==> config.mk <==
export PLATFORM = sky130hd
export DESIGN_NAME = ir_tx_scheduler_flat
export DESIGN_NICKNAME = d
export VERILOG_FILES = /design/src/rtl/ir_tx_scheduler_pkg.sv /design/src/rtl/ir_tx_scheduler_if.sv /design/src/rtl/ir_tx_scheduler_fifo.sv /design/src/rtl/ir_tx_scheduler.sv /design/src/flat_wrapper.sv
export SDC_FILE = /design/constraint.sdc
export NUM_CORES = 1
export LEC_CHECK = 0
export CAP_MARGIN = 10
export CORE_ASPECT_RATIO = 0.7
export CORE_MARGIN = 2
export CORE_UTILIZATION = 46
export DETAILED_ROUTE_END_ITERATION = 16
export HOLD_SLACK_MARGIN = 0.1
export PLACE_DENSITY = 0.65
export SETUP_SLACK_MARGIN = 0.1
export SLEW_MARGIN = 20
export SYNTH_ARGS = -nofsm -noshare
export SYNTH_HDL_FRONTEND = slang
export SYNTH_SLANG_ARGS = --single-unit
==> constraint.sdc <==
create_clock -name clock -period 2.55 [get_ports clock]
set_clock_uncertainty 0.05 [all_clocks]
set_input_delay 0.51 -clock clock [delete_from_list [all_inputs] [get_ports clock]]
set_output_delay 0.51 -clock clock [all_outputs]
set_load 0.02 [all_outputs]
==> src/rtl/ir_tx_scheduler_pkg.sv <==
`default_nettype none
// ============================================================================
// Module  : kfps2irkb_pkg
// Brief   : Shared types and defaults for the IR transmit scheduler.
// Revision: 1.0 - initial release
// ============================================================================
package kfps2irkb_pkg;

  localparam int KEYCODE_W = 8;

  localparam logic [15:0] GAP_CYCLES_DEF    = 16'd44000;
  localparam logic [15:0] START_TIMEOUT_DEF = 16'd1000;

  typedef enum logic [2:0] {
    IDLE      = 3'd0,
    START     = 3'd1,
    WAIT_BUSY = 3'd2,
    WAIT_DONE = 3'd3,
    GAP       = 3'd4
  } ir_sched_state_t;

  // Lone requester always wins; on contention the rr pointer picks.
  function automatic logic [1:0] rr_grant(input logic [1:0] valid, input logic rr);
    if (valid == 2'b11) begin
      return rr ? 2'b10 : 2'b01;
    end
    return valid;
  endfunction

endpackage
`default_nettype wire

==> src/rtl/ir_tx_scheduler_if.sv <==
`default_nettype none
// ============================================================================
// Module  : ir_tx_scheduler_if
// Brief   : Requester, serializer and status signals of the IR tx scheduler.
// Revision: 1.0 - initial release
// ============================================================================
interface ir_tx_scheduler_if #(
  parameter int FIFO_AW = 2
);
  import kfps2irkb_pkg::*;

  logic [1:0]           req_valid;
  logic [KEYCODE_W-1:0] req_code0;
  logic [KEYCODE_W-1:0] req_code1;
  logic [1:0]           req_ready;
  logic                 tx_start;
  logic [KEYCODE_W-1:0] tx_code;
  logic                 tx_busy;
  logic [FIFO_AW:0]     fifo_count;
  logic                 tx_timeout;
  logic                 clear_error;

  modport master (
    output req_valid, req_code0, req_code1, tx_busy, clear_error,
    input  req_ready, tx_start, tx_code, fifo_count, tx_timeout
  );

  modport slave (
    input  req_valid, req_code0, req_code1, tx_busy, clear_error,
    output req_ready, tx_start, tx_code, fifo_count, tx_timeout
  );
endinterface
`default_nettype wire

==> src/rtl/ir_tx_scheduler_fifo.sv <==
`default_nettype none
// ============================================================================
// Module  : ir_code_fifo
// Brief   : Small synchronous FIFO holding keycodes awaiting transmission.
// Revision: 1.0 - initial release
// ============================================================================
module ir_code_fifo #(
  parameter int FIFO_AW = 2,
  parameter int DW      = 8
) (
  input  wire logic              clock,
  input  wire logic              reset_n,
  input  wire logic              i_push,
  input  wire logic [DW-1:0]     i_din,
  input  wire logic              i_pop,
  output logic      [DW-1:0]     o_dout,
  output logic                   o_full,
  output logic                   o_empty,
  output logic      [FIFO_AW:0]  o_count
);
  localparam int               DEPTH   = 1 << FIFO_AW;
  localparam logic [FIFO_AW:0] C_DEPTH = DEPTH[FIFO_AW:0];

  logic [DW-1:0]      r_mem [DEPTH];
  logic [FIFO_AW-1:0] r_wr_ptr;
  logic [FIFO_AW-1:0] r_rd_ptr;
  logic [FIFO_AW:0]   r_count;
  logic               w_push;
  logic               w_pop;

  assign o_full  = (r_count == C_DEPTH);
  assign o_empty = (r_count == '0);
  assign o_count = r_count;
  assign o_dout  = r_mem[r_rd_ptr];

  assign w_push = i_push & ~o_full;
  assign w_pop  = i_pop & ~o_empty;

  always_ff @(posedge clock) begin
    if (w_push) begin
      r_mem[r_wr_ptr] <= i_din;
    end
  end

  always_ff @(posedge clock or negedge reset_n) begin
    if (!reset_n) begin
      r_wr_ptr <= '0;
      r_rd_ptr <= '0;
      r_count  <= '0;
    end else begin
      if (w_push) r_wr_ptr <= r_wr_ptr + 1'b1;
      if (w_pop)  r_rd_ptr <= r_rd_ptr + 1'b1;
      case ({w_push, w_pop})
        2'b10:   r_count <= r_count + 1'b1;
        2'b01:   r_count <= r_count - 1'b1;
        default: r_count <= r_count;
      endcase
    end
  end
endmodule
`default_nettype wire

==> src/rtl/ir_tx_scheduler.sv <==
`default_nettype none
// ============================================================================
// Module  : ir_tx_scheduler
// Brief   : Round-robin keycode arbiter, FIFO and launch/gap scheduler that
//           shares one IR serializer between two requesters.
// Revision: 1.0 - initial release
// ============================================================================
module ir_tx_scheduler
  import kfps2irkb_pkg::*;
#(
  parameter int          FIFO_AW       = 2,
  parameter logic [15:0] GAP_CYCLES    = GAP_CYCLES_DEF,
  parameter logic [15:0] START_TIMEOUT = START_TIMEOUT_DEF
) (
  input  wire logic        clock,
  input  wire logic        reset_n,
  ir_tx_scheduler_if.slave bus
);
  ir_sched_state_t      r_state;
  ir_sched_state_t      w_next;
  logic                 r_rr;
  logic [15:0]          r_tmo;
  logic [15:0]          r_gap;
  logic [KEYCODE_W-1:0] r_code;
  logic                 r_timeout;

  logic [1:0]           w_grant;
  logic                 w_push;
  logic [KEYCODE_W-1:0] w_din;
  logic [KEYCODE_W-1:0] w_head;
  logic                 w_full;
  logic                 w_empty;
  logic [FIFO_AW:0]     w_count;
  logic                 w_tx_start;
  logic                 w_pop;
  logic                 w_tmo_load;
  logic                 w_tmo_dec;
  logic                 w_gap_load;
  logic                 w_gap_dec;
  logic                 w_set_to;

  // Full blocks grants even when a pop happens in the same cycle.
  assign w_grant       = w_full ? 2'b00 : rr_grant(bus.req_valid, r_rr);
  assign w_push        = |w_grant;
  assign w_din         = w_grant[1] ? bus.req_code1 : bus.req_code0;
  assign bus.req_ready = w_grant;

  always_ff @(posedge clock or negedge reset_n) begin
    if (!reset_n) begin
      r_rr <= 1'b0;
    end else if (w_grant[0]) begin
      r_rr <= 1'b1;
    end else if (w_grant[1]) begin
      r_rr <= 1'b0;
    end
  end

  ir_code_fifo #(
    .FIFO_AW (FIFO_AW),
    .DW      (KEYCODE_W)
  ) u_fifo (
    .clock   (clock),
    .reset_n (reset_n),
    .i_push  (w_push),
    .i_din   (w_din),
    .i_pop   (w_pop),
    .o_dout  (w_head),
    .o_full  (w_full),
    .o_empty (w_empty),
    .o_count (w_count)
  );

  assign bus.fifo_count = w_count;

  always_ff @(posedge clock or negedge reset_n) begin
    if (!reset_n) begin
      r_state <= IDLE;
    end else begin
      r_state <= w_next;
    end
  end

  always_comb begin
    w_next     = r_state;
    w_tx_start = 1'b0;
    w_pop      = 1'b0;
    w_tmo_load = 1'b0;
    w_tmo_dec  = 1'b0;
    w_gap_load = 1'b0;
    w_gap_dec  = 1'b0;
    w_set_to   = 1'b0;
    case (r_state)
      IDLE: begin
        if (!w_empty) w_next = START;
      end
      START: begin
        w_tx_start = 1'b1;
        w_pop      = 1'b1;
        w_tmo_load = 1'b1;
        w_next     = WAIT_BUSY;
      end
      WAIT_BUSY: begin
        if (bus.tx_busy) begin
          w_next = WAIT_DONE;
        end else if (r_tmo == 16'd0) begin
          // The launched code is abandoned; scheduling carries on.
          w_set_to = 1'b1;
          w_next   = GAP;
        end else begin
          w_tmo_dec = 1'b1;
        end
      end
      WAIT_DONE: begin
        if (!bus.tx_busy) begin
          w_gap_load = 1'b1;
          w_next     = GAP;
        end
      end
      GAP: begin
        if (r_gap == 16'd0) w_next = IDLE;
        else                w_gap_dec = 1'b1;
      end
      default: w_next = IDLE;
    endcase
  end

  always_ff @(posedge clock or negedge reset_n) begin
    if (!reset_n) begin
      r_tmo     <= 16'd0;
      r_gap     <= 16'd0;
      r_code    <= '0;
      r_timeout <= 1'b0;
    end else begin
      if (w_tmo_load)     r_tmo <= START_TIMEOUT;
      else if (w_tmo_dec) r_tmo <= r_tmo - 16'd1;

      if (w_gap_load)     r_gap <= GAP_CYCLES;
      else if (w_gap_dec) r_gap <= r_gap - 16'd1;

      if (w_tx_start) r_code <= w_head;

      if (w_set_to)             r_timeout <= 1'b1;
      else if (bus.clear_error) r_timeout <= 1'b0;
    end
  end

  // Head is shown directly in START so the code is valid alongside the pulse.
  assign bus.tx_start   = w_tx_start;
  assign bus.tx_code    = (r_state == START) ? w_head : r_code;
  assign bus.tx_timeout = r_timeout;
endmodule
`default_nettype wire

==> src/flat_wrapper.sv <==
// flat-port wrapper written by rule: the top's interface ports become plain ports
module ir_tx_scheduler_flat import kfps2irkb_pkg::*;
#(
  parameter int          FIFO_AW       = 2,
  parameter logic [15:0] GAP_CYCLES    = GAP_CYCLES_DEF,
  parameter logic [15:0] START_TIMEOUT = START_TIMEOUT_DEF
)
  (clock, reset_n, bus_req_valid, bus_req_code0, bus_req_code1, bus_tx_busy, bus_clear_error, bus_req_ready, bus_tx_start, bus_tx_code, bus_fifo_count, bus_tx_timeout);
  ir_tx_scheduler_if #(.FIFO_AW(FIFO_AW)) bus_i ();
  input  wire logic clock;
  input  wire logic reset_n;
  input wire logic [$bits(bus_i.req_valid)-1:0] bus_req_valid;
  input wire logic [$bits(bus_i.req_code0)-1:0] bus_req_code0;
  input wire logic [$bits(bus_i.req_code1)-1:0] bus_req_code1;
  input wire logic [$bits(bus_i.tx_busy)-1:0] bus_tx_busy;
  input wire logic [$bits(bus_i.clear_error)-1:0] bus_clear_error;
  output wire logic [$bits(bus_i.req_ready)-1:0] bus_req_ready;
  output wire logic [$bits(bus_i.tx_start)-1:0] bus_tx_start;
  output wire logic [$bits(bus_i.tx_code)-1:0] bus_tx_code;
  output wire logic [$bits(bus_i.fifo_count)-1:0] bus_fifo_count;
  output wire logic [$bits(bus_i.tx_timeout)-1:0] bus_tx_timeout;
  assign bus_i.req_valid = bus_req_valid;
  assign bus_i.req_code0 = bus_req_code0;
  assign bus_i.req_code1 = bus_req_code1;
  assign bus_i.tx_busy = bus_tx_busy;
  assign bus_i.clear_error = bus_clear_error;
  assign bus_req_ready = bus_i.req_ready;
  assign bus_tx_start = bus_i.tx_start;
  assign bus_tx_code = bus_i.tx_code;
  assign bus_fifo_count = bus_i.fifo_count;
  assign bus_tx_timeout = bus_i.tx_timeout;
  ir_tx_scheduler #(.FIFO_AW(FIFO_AW), .GAP_CYCLES(GAP_CYCLES), .START_TIMEOUT(START_TIMEOUT)) u_core (.clock(clock), .reset_n(reset_n), .bus(bus_i));
endmodule
==> impl_results.md <==
* Detail Route Antenna Nets at 0
* Global placer's final weighted congestion at ~0.8
* Final hold slack at around 120 ps
* Post-Synthesis Mean Instance Area at approximately 12 um2
* Synthesized netlist net count at about 370
* Initial standard-cell utilization of the core at 0.478
* CP startpoint kind: input pin
* DR DRC count at 0
* Number of port buffers at 36
* Share of the cycle needed by the critical path after routing at 0.932
* Maximum number of pins on one net before global-route repair at 26
* Final-report hold violation count at 0
* Crit path arrival time at 1820 ps
* Clock transition at path regs at around 60 ps
* Post-route cell area at slightly above 0.005 mm2
* Share of final-layout standard cells stronger than drive strength 1 at 0.190
* Synth Area in Adders at 0.0324
* Part of the power in combinational logic at 0.382
* TritonCTS Buffers at 9
* Fraction of the yosys area taken by sequential cells at 0.553
* Mapped cell area at 0.00409 mm2
* Sw frac at 0.348
* Distinct cell type count of the synthesized netlist at 56
* Die span in x at around 120 um
* Power density over the cells at 1150 mW/mm2
* Congestion Overflow GR at 0
* TritonCTS clock tree: yes
* First-pass GRT wire length at about 14,000 um
* Highest cell delay on the worst timing path at 610 ps
* Starting DRC count in detailed routing at 177
* Mux cell area share after synthesis at 0.110
* Number of setup violations in the final report at 0
* Worst skew pair latency at around 330 ps
* Proportion of power drawn by flip-flops and latches at 0.384
* Chip Height at 82.9 um
* Clock share of power at 0.235
* Number of vias after detailed routing at 2,840
* Peak Freq at 0.421 GHz
* Final wirelength at 8470 um
* Antenna cell count at 0
* Final min period at 2380 ps
* CP max FO at 3
* Most frequent CP cell: clkdlybuf4s50_1
* Sequential cell area at 0.00226 mm2
* Number of antenna violations at the first check in global routing at 0
* Number of buffers on the longest clock path at 2
* Core area at 0.00855 mm2
* Max-Cap Viols at 0
* Max-slew violation total from the final report at 0
* Cell at the slowest stage of the critical path: clkdlybuf4s50_1
* Flops & latches, synth at 84
* Hold/Removal Path Class: input pin to async pin
* Post-synthesis simple-gate area fraction at 0.206
* Net count of the finished layout at approximately 430
* Area added between synthesis and finish at 23.1%
* Syn. warnings at 0
* Length of the first detailed-routing pass in iterations at 5
* Critical-path cell list: clkdlybuf4s50_1, nand2_1, and3_1, clkdlybuf4s50_1
* Reg2Reg Setup Slack at 250 ps
* Leakage power at 2.03 nW
* Fraction of synthesized cell area in xor and xnor cells at 0.0129
* Run status: completed
* Setup repair after global routing missed its margin: false
* Actual slew at the worst max-slew pin at 619 ps
* Post-DP HPWL at about 6000 um
* Total global-route track usage at 0.191
* Count of buffers added by post-CTS timing repair for setup at 0
* CP Data Required Time at 1990 ps
* Relative slew slack at 0.586
* Number of synthesized flops with an enable pin at 32
* Internal at 0.00377 W
* Area used by multi-input combinational logic at about 0.0017 mm2
* Total placed instance area at 0.00472 mm2
* Post-Route Setup TNS at 0 ps
* Worst setup slack after layout at 173 ps
* Placement-stage worst setup slack at 79.6 ps
* Peak supply drop at 631 uV
* Fillers at 752
* Dominant combinational cell family by area after synthesis: simple AND/OR/NAND/NOR gates
* Fraction of registers with async set or reset after synthesis at 0.619
* Synth Flop Type: dfrtp_1
* Routed len/inst at 16.1 um
* Post-synthesis cell count at 340
* Number of H-tree branching levels at 3
* Power dissipated by switching net loads at just over 0.002 W
* Die area at 0.00967 mm2
* Post-DR vias/cell at 5.41
* CP endpoint kind: output pin
* I/O pin count at 37
* Synth Area in Compound Gates at 0.0575
* Vias in the first global route at 2,712
* Number of sinks handled by clock tree synthesis at between 80 and 90
* Critical path type: input pin to output pin
* Root cell of the clock tree: clkbuf_16
* Number of rows in the core area at 28
## cell families after synthesis
logic type	count (synthesis)
buffers and inverters	25
adder cells (fa/ha/maj)	10
flip-flops	84
XOR/XNOR	6
AND/OR/NAND/NOR	145
AO/OA/AOI/OAI	36
multiplexers	34
## stage by stage
step                       util  power, W  std cells
after floorplan               -   0.00358        340
after global placement    0.552   0.00442        509
after detailed placement  0.552   0.00449        509
after CTS                 0.589   0.00584        525
after global routing      0.589   0.00618        525
final                     0.589   0.00578        525
## layout make-up
type                       instances  area share
clock inverter                     5      0.0152
multi-input combinational        231       0.342
sequential                        84       0.450
inverter                          15      0.0112
tap                              120      0.0298
timing repair buffer              59       0.106
clock buffer                      11      0.0463
## flip-flops by register name, summed over array words and instances, names as in the netlist
name,flops
u_core.u_fifo.r_wr_ptr,2
u_core.r_code,8
u_core.u_fifo.o_count,3
u_core.r_tmo,16
u_core.r_state,3
u_core.r_rr,1
u_core.r_gap,16
u_core.u_fifo.r_mem,32
u_core.bus.tx_timeout,1
u_core.u_fifo.r_rd_ptr,2
## power groups by stage
stage	clock [W]	combinational (W)	sequential, W
CTS	0.00139	0.00224	0.00222
global route	0.00146	0.00244	0.00228
detailed placement	0	0.00226	0.00223
global placement	0	0.00221	0.00221
finish	0.00136	0.00221	0.00222
floorplan	0	0.00143	0.00215
## worst paths after layout
kind,start,end,cells after the start
worst max-delay path,bus_req_valid[1],bus_req_ready[0],4
worst min-delay path,reset_n,u_core.r_code[1],1
worst max register to register,u_core.r_state[1],u_core.u_fifo.o_count[2],9
worst min register to register,u_core.r_code[5],u_core.r_code[5],2
max in group asynchronous,reset_n,u_core.r_gap[11],2
min in group clock,u_core.r_code[5],u_core.r_code[5],2
## Yosys cell counts (all sizes together), types with 3 or more instances
cell type   n  share of area
clkbuf      5         0.0049
ha          9          0.028
o31ai       5         0.0092
nor3        8         0.0098
o21ai       8         0.0098
nor2       17          0.016
nand4       6         0.0092
xnor2       3         0.0064
nor3b       3         0.0083
mux2i      17          0.042
nand2      46          0.042
or2         3         0.0046
nor2b       4         0.0061
mux4        8          0.044
and2        5         0.0077
or4         7          0.013
dfrtp      52           0.32
and4        4         0.0089
nand3      12          0.016
mux2        9          0.025
xor2        3         0.0064
and3        4         0.0061
edfxtp     32           0.24
inv        15          0.014
buf         5         0.0089
nor4       14          0.031
a21oi       8         0.0098
o211ai      4         0.0073
## what timing repair did
item | CTS | global route
hold buffers | 0 | 0
setup endpoints to repair | 10 | 9
resized for setup | 24 | 7
## layout by cell type (no fill, tap or decap), types with 3 or more instances in the layout
cell,n
dfrtp_1,52
nand2_1,46
edfxtp_1,32
clkdlybuf4s50_1,26
buf_4,21
mux2i_1,17
nor2_1,16
inv_1,14
nand3_1,11
mux2_2,9
nor4_1,9
clkbuf_16,9
nor3_1,8
mux4_2,8
a21oi_1,8
ha_1,8
o21ai_0,7
or4_1,7
nand4_1,6
and2_1,5
o31ai_1,5
and3_1,4
nor2b_1,4
nor4_2,4
o211ai_1,4
clkdlybuf4s15_2,4
or2_2,3
and4_1,3
xnor2_1,3
xor2_1,3
buf_2,3
## per-layer routing
metal,wire length [um],part of all wire,track usage,vias up
met2,3860,0.46,0.271,50
met1,4250,0.50,0.285,1398
met5,0,0,0,-
met4,35,0.0041,0.0513,0
met3,324,0.038,0.0569,2
li1,-,-,-,1390
## critical path, delay by kind of cell
kind | cells | cell delay, ps
buf+inv | 2 | 1050
simple gates | 2 | 250
(Power assumes the default switching activity.)
